### src/rtl/add_share_arb.sv
// Round-robin arbiter that time-shares one external combinational adder
// between two valid/ready requesters and routes each result back to its owner.
module add_share_arb #(
  parameter int WIDTH = 5,
  parameter int CNT_W = 8
) (
  input  logic             clk,
  input  logic             rst_n,
  input  logic             req0_valid,
  output logic             req0_ready,
  input  logic [WIDTH-1:0] req0_a,
  input  logic [WIDTH-1:0] req0_b,
  input  logic             req1_valid,
  output logic             req1_ready,
  input  logic [WIDTH-1:0] req1_a,
  input  logic [WIDTH-1:0] req1_b,
  output logic             rsp0_valid,
  input  logic             rsp0_ready,
  output logic             rsp1_valid,
  input  logic             rsp1_ready,
  output logic [WIDTH-1:0] rsp_sum,
  output logic             rsp_co,
  output logic [WIDTH-1:0] add_a,
  output logic [WIDTH-1:0] add_b,
  input  logic [WIDTH-1:0] add_y,
  input  logic             add_co,
  output logic             busy,
  output logic [CNT_W-1:0] ops_done
);

  typedef enum logic [1:0] {
    IDLE = 2'd0,
    ADD  = 2'd1,
    RESP = 2'd2
  } state_t;

  state_t           r_state;
  state_t           w_next_state;
  logic             r_last_grant;
  logic             r_owner;
  logic [WIDTH-1:0] r_add_a;
  logic [WIDTH-1:0] r_add_b;
  logic [WIDTH-1:0] r_rsp_sum;
  logic             r_rsp_co;
  logic [CNT_W-1:0] r_ops_done;
  logic             w_grant;
  logic             w_accept;
  logic             w_rsp_taken;

  // On a tie the requester that did not win last time is granted.
  always_comb begin
    // NOTE: every combinational output gets a default first so no path can infer a latch.
    w_grant = 1'b0;
    if (req0_valid && req1_valid) begin
      w_grant = ~r_last_grant;
    end else if (req1_valid) begin
      w_grant = 1'b1;
    end
  end

  assign w_accept    = (r_state == IDLE) && (req0_valid || req1_valid);
  assign w_rsp_taken = (r_state == RESP) && (r_owner ? rsp1_ready : rsp0_ready);

  // State register
  always_ff @(posedge clk or negedge rst_n) begin
    if (!rst_n) begin
      r_state <= IDLE;
    end else begin
      r_state <= w_next_state;
    end
  end

  // Next-state logic
  always_comb begin
    w_next_state = r_state;
    case (r_state)
      IDLE:    if (w_accept) w_next_state = ADD;
      ADD:     w_next_state = RESP;
      RESP:    if (w_rsp_taken) w_next_state = IDLE;
      default: w_next_state = IDLE;
    endcase
  end

  // Output logic
  always_comb begin
    req0_ready = 1'b0;
    req1_ready = 1'b0;
    rsp0_valid = 1'b0;
    rsp1_valid = 1'b0;
    busy       = 1'b0;
    case (r_state)
      IDLE: begin
        // NOTE: readies are combinational from valid, so they are masked by
        // rst_n to stay low for the whole time reset is asserted.
        req0_ready = rst_n & req0_valid & ~w_grant;
        req1_ready = rst_n & req1_valid &  w_grant;
      end
      ADD: busy = 1'b1;
      RESP: begin
        busy       = 1'b1;
        rsp0_valid = ~r_owner;
        rsp1_valid =  r_owner;
      end
      default: busy = 1'b0;
    endcase
  end

  // Datapath: operand capture, result capture, grant history, op counter
  always_ff @(posedge clk or negedge rst_n) begin
    if (!rst_n) begin
      r_last_grant <= 1'b1;
      r_owner      <= 1'b0;
      r_add_a      <= '0;
      r_add_b      <= '0;
      r_rsp_sum    <= '0;
      r_rsp_co     <= 1'b0;
      r_ops_done   <= '0;
    end else begin
      // NOTE: sequential state uses non-blocking assignments so every register
      // samples pre-edge values regardless of statement order.
      if (w_accept) begin
        r_add_a <= w_grant ? req1_a : req0_a;
        r_add_b <= w_grant ? req1_b : req0_b;
        r_owner <= w_grant;
      end
      if (r_state == ADD) begin
        r_rsp_sum <= add_y;
        r_rsp_co  <= add_co;
      end
      if (w_rsp_taken) begin
        r_last_grant <= r_owner;
        r_ops_done   <= r_ops_done + CNT_W'(1);
      end
    end
  end

  assign add_a    = r_add_a;
  assign add_b    = r_add_b;
  assign rsp_sum  = r_rsp_sum;
  assign rsp_co   = r_rsp_co;
  assign ops_done = r_ops_done;

endmodule

### config.mk
export PLATFORM = sky130hd
export DESIGN_NAME = add_share_arb
export DESIGN_NICKNAME = d
export VERILOG_FILES = /design/src/rtl/add_share_arb.sv
export SDC_FILE = /design/constraint.sdc
export NUM_CORES = 1
export LEC_CHECK = 0
export BUFFER_PORTS_ARGS = -buffer_cell sky130_fd_sc_hd__buf_2
export CORE_ASPECT_RATIO = 1.75
export CORE_MARGIN = 2
export CORE_UTILIZATION = 30
export CTS_BUF_LIST = sky130_fd_sc_hd__clkbuf_8
export CTS_CLUSTER_DIAMETER = 30
export DETAILED_ROUTE_END_ITERATION = 8
export PLACE_DENSITY_LB_ADDON = 0.08
export SLEW_MARGIN = 20
export SYNTH_ARGS = -nofsm -noshare
export SYNTH_HDL_FRONTEND = slang
export SYNTH_SLANG_ARGS = --single-unit
### constraint.sdc
create_clock -name clk -period 1.6 [get_ports clk]
set_input_delay 0.32 -clock clk [delete_from_list [all_inputs] [get_ports clk]]
set_output_delay 0.32 -clock clk [all_outputs]
set_load 0.02 [all_outputs]
# After elaboration in Yosys (flattened, before gate mapping)
# Cells that the tools add are included.
totals:
  word_cells: 40
  out_inout_bits: 29
  inputBits: 32
  reg_bits: 28
classes:
  reduce_logical: 7
  mux: 13
  bitwise: 7
  n_eq_ne: 4
  add_sub_neg: 1
op_table:
  columns: ["cell", "n"]
  rows:
  - ["5-bit two-way mux", 2]
  - ["8-bit by 1-bit adder with 8-bit output, second input constant", 1]
  - ["1-bit two-way mux", 8]
  - ["2-bit case mux with 3 select lines", 1]
  - ["1-bit bitwise AND", 4]
  - ["2-bit two-way mux", 2]
  - ["2-bit != test, second input constant", 2]
  - ["1-bit logical AND", 3]
  - ["1-bit NOT", 3]
  - ["2-bit by 1-bit equality test with 1-bit output, second input constant", 1]
  - ["2-bit equality test, second input constant", 1]
  - ["2-bit logical NOT", 1]
  - ["2-bit AND reduction", 1]
  - ["2-bit OR reduction", 1]
  - ["1-bit logical OR", 1]

# Longest topological paths before layout
logic_depth:
  word_depth: 5
  ltp_mapped: 6
  ltp_nobuf: 5

# Least setup slack after synthesis
# Ideal clock, no wire load.
synth_timing:
  path_type: "flip-flop to flip-flop"
  from: "register r_state[0]"
  to: "register r_state[1]"
  stages_incl_launch_ff: 6
  path_buffers: 1
  path_slack_ps: 217
  t_arrival_ps: 1258
  setup_time_ps: 125
  required_ps: 1475
  period_less_slack_ps: 1383
  path_cell_list: "dfrtp_1 -> inv_1 -> ha_1 -> buf_4 -> a22oi_1 -> mux2_2"
synth_via:
  elab_chain_cells: 4
  elab_cells_between_ends: 9
  cone_classes: "eq/ne: 4; mux: 1; reduce/logical: 4"
synth_rtl:
  columns: ["item", "line", "rtl"]
  rows:
  - ["start, declared", "37", "state_t r_state;"]
  - ["start signal, assigned", "69", "r_state <= w_next_state;"]
  - ["2-bit equality test or 2-bit logical NOT (tied branches)", "62, 76, 61", null]
  - ["1-bit logical AND, on equally long branches", "62, 61", null]
  - ["2-bit != test (no line)", null, null]
  - ["2-bit AND reduction (no line)", null, null]
# Several ways; a longest one is shown, not always the timed one.
# A chain may end at the register's enable or synchronous reset.

# Worst setup path in the final report
layout_timing:
  from: "register r_state[0]"
  to: "output port req0_ready"
layout_via:
  elab_chain_cells: 2
layout_rtl:
  columns: ["item", "line", "rtl"]
  rows:
  - ["2-bit logical NOT", "91", "case (r_state)"]
  - ["1-bit two-way mux", "91", null]
  - ["end, declared", "10", "output logic req0_ready,"]
# Every way passes these cells.

==> flow_summary.toml <==
[power_and_ir_drop]
p_clk_share_pct = 11.9
p_per_area_mw_per_mm2 = 1780
power_frac_comb_pct = 50.8
switchingPower_mw = 1.35
p_leak_nw = 0.941
seqPwrFrac_pct = 37.3
vdd_drop_max_mv = 0.906
swShare_pct = 41.2
power.internal_mw = 1.93

[synth]
netlist_area_sq_mm = 0.00134
seq_area_frac_synth_pct = 52.5
ys_top_cells_by_area = "dfrtp_1 (51%), mux2_2 (7.6%), mux2i_1 (7.5%), ha_1 (4.7%), o21ai_0 (4.1%)"
ys_ff_latch = 28
synth_top_cells_by_count = "dfrtp_1 (27), nand2_1 (13), o21ai_0 (11), mux2i_1 (10), mux2_2 (9)"
synth_area_per_cell_sq_um = 11.8
yosysWarnings = 0
syn_nets = 150
synth_area_leader_cell = "dfrtp_1"
synth_flop_cell = "dfrtp_1"
synth_edf_count = 0
synth_top_area_share_pct = 50.6
yosysUniqueCellTypes = 29
synthMostInstantiatedCell = "dfrtp_1"
syn_inst = 113
async_flop_share_pct = 100

[final_layout]
drive_above_1_share_pct = 52.2
final_area_sq_mm = 0.00184
antenna_cells = 0
fin_cells = 233
final_nets = 220
syn2layout_area_growth_pct = 38.0

[timing]
slew_viol_final = 0
tightest_slew_ns = 0.327
fmax_mhz = 634
hold_violations = 0
setup_violations = 0
layout_min_cycle_time_ns = 1.58
relSlewSlack_pct = 77.8
skew_ns = 0.00677
period_share_pct = 98.6
rsz0062_at_grt = "true"
hold_ws_ns = 0.00893

[clocking]
cts_tree = "yes"
cts_buffer_depth = 2
cts_made_buffers = 3
cts.sinks = 28
cts_htree_levels = 1
clk_latency_ns = 0.27
clkTransAtPathRegs_ns = 0.09
cts-root-buf = "clkbuf_8"

[place]
dpl.hpwl_um = 2350
place_area_sq_mm = 0.00171
place_congestion = 0.753
dp.cells = 224
port-buffer-count = 60

[global_routing]
grt_max_degree = 21
grt_overflow_total = 0
first_global_vias = 1126
grtUsageTotal_pct = 13.4
antenna_found_initial = 0
grt_pass1_wl_um = 5110

[critical_path]
path_max_fanout = 3
max_stage_delay_ns = 0.41
r2r_cells = 3
critPathKind = "reg -> out"
cp-start-kind = "flip-flop"
reg2reg_from = "r_owner"
cp.arrival_ns = 1.26
required_ns = 1.28
crit_chain = "inv_2 -> ha_4 -> nand3_2 -> nor2_2 -> buf_6"
cp-end-kind = "output pin"
rr_endpoint = "ops_done[1]"
cp_slowest_cell = "dfrtp_1"
ff2ff_setup_slack_ns = 0.15

[floorplanning]
dieArea_sq_mm = 0.00503
rows = 32
die_w_um = 54.5
core-area_sq_mm = 0.00436
die_y_um = 92.3
start_util_pct = 30.6
io_pins = 61

[status]
status = "complete, no violations"

[route]
wl_um = 3000
avgViaCountPerCell = 4.69
vias = 1093
wire_per_inst_um = 12.9
drc = 0
ant_nets = 0
dr.pass1.iters = 4
drtIter0Drc = 29

[job]
cap_violations = 0

[min_path]
hold_class = "in -> async"
[critical path: cells and delay by family (launching register included)]
family | cells | cell delay, ns
flip-flops | 1 | 0.41
buffers and inverters | 2 | 0.24
AND/OR/NAND/NOR | 2 | 0.18
adder cells (fa/ha/maj) | 1 | 0.16
[how the worst max path moves through the flow]
stage,depth (start not counted),to,slack [ns],from
6_report,5,req0_ready,0.02,r_state[0]
3_3_place_gp,4,rsp1_valid,0.10,r_state[0]
4_1_cts,4,rsp1_valid,0.004,r_state[0]
2_1_floorplan,5,r_state[1],0.22,r_state[0]
3_5_place_dp,5,ops_done[6],0.07,r_state[0]
5_1_grt,5,req0_ready,-0.05,r_state[0]
[power groups by stage]
stage	sequential, mW	combinational [mW]	clock (mW)
finish	1.23	1.67	0.392
global route	1.27	1.84	0.444
global placement	1.22	1.50	0
CTS	1.23	1.66	0.414
detailed placement	1.24	1.53	0
floorplan	1.52	0.728	0
[through the flow]
step                      TNS (ns)  setup slack (ns)  power [mW]  util (%)
after detailed placement         0            0.0655        2.77      39.1
final                            0            0.0225        3.29      42.3
after global placement           0             0.101        2.73      39.1
after CTS                        0           0.00426        3.30      41.6
after global routing        -0.125           -0.0524        3.56      42.3
after floorplan                  0             0.217        2.25         -
[sequential cells by signal, indices dropped and copies added, names as in the netlist]
register	cells
add_b	5
rsp_sum	5
add_a	5
r_owner	1
rsp_co	1
r_state	2
r_last_grant	1
ops_done	8
[cell usage in the layout, fill, tap and decap left out, drive strengths merged, types with 2 or more instances in the layout]
master  count
xnor2       4
a21oi       2
nand3       4
nor2        2
inv         3
clkbuf      3
dfrtp      27
and3        3
ha          5
o21ai      11
buf        70
mux2i      11
nand2      13
xor2        3
a22o        2
mux2        9
[routing by layer]
metal / GRT usage [%] / vias up / wire length (um)
li1: - / 530 / -
met1: 16.9 / 528 / 1180
met2: 22.5 / 33 / 1660
met3: 1.77 / 2 / 130
met4: 5.00 / 0 / 27
met5: 0 / - / 0
[logic make-up after synthesis]
kind of cell | after synthesis | share of synthesized area [%]
fa+ha+maj | 5 | 4.68
compound gates | 18 | 8.24
xor+xnor | 7 | 4.59
simple gates | 28 | 11.0
buf+inv | 7 | 2.90
mux | 20 | 16.1
flops | 28 | 52.5
[timing repair]
| action | 4_1_cts | 5_1_grt |
|---|---|---|
| cloned | 0 | 0 |
| buffers inserted | 4 | 1 |
| setup endpoints to repair | 4 | 4 |
| hold buffers | 0 | 0 |
| resized for setup | 9 | 7 |
| pin swaps | 1 | 3 |
[cell type report]
type,instances,area [sq um]
repair buffers,70,397
multi-input cells,78,629
clock inverters,1,3.75
clock buffers,3,41.3
flip-flops and latches,28,702
inverters,2,7.51
fillers,444,2520
well taps,51,63.8
Power figures use the tool's default switching activity.
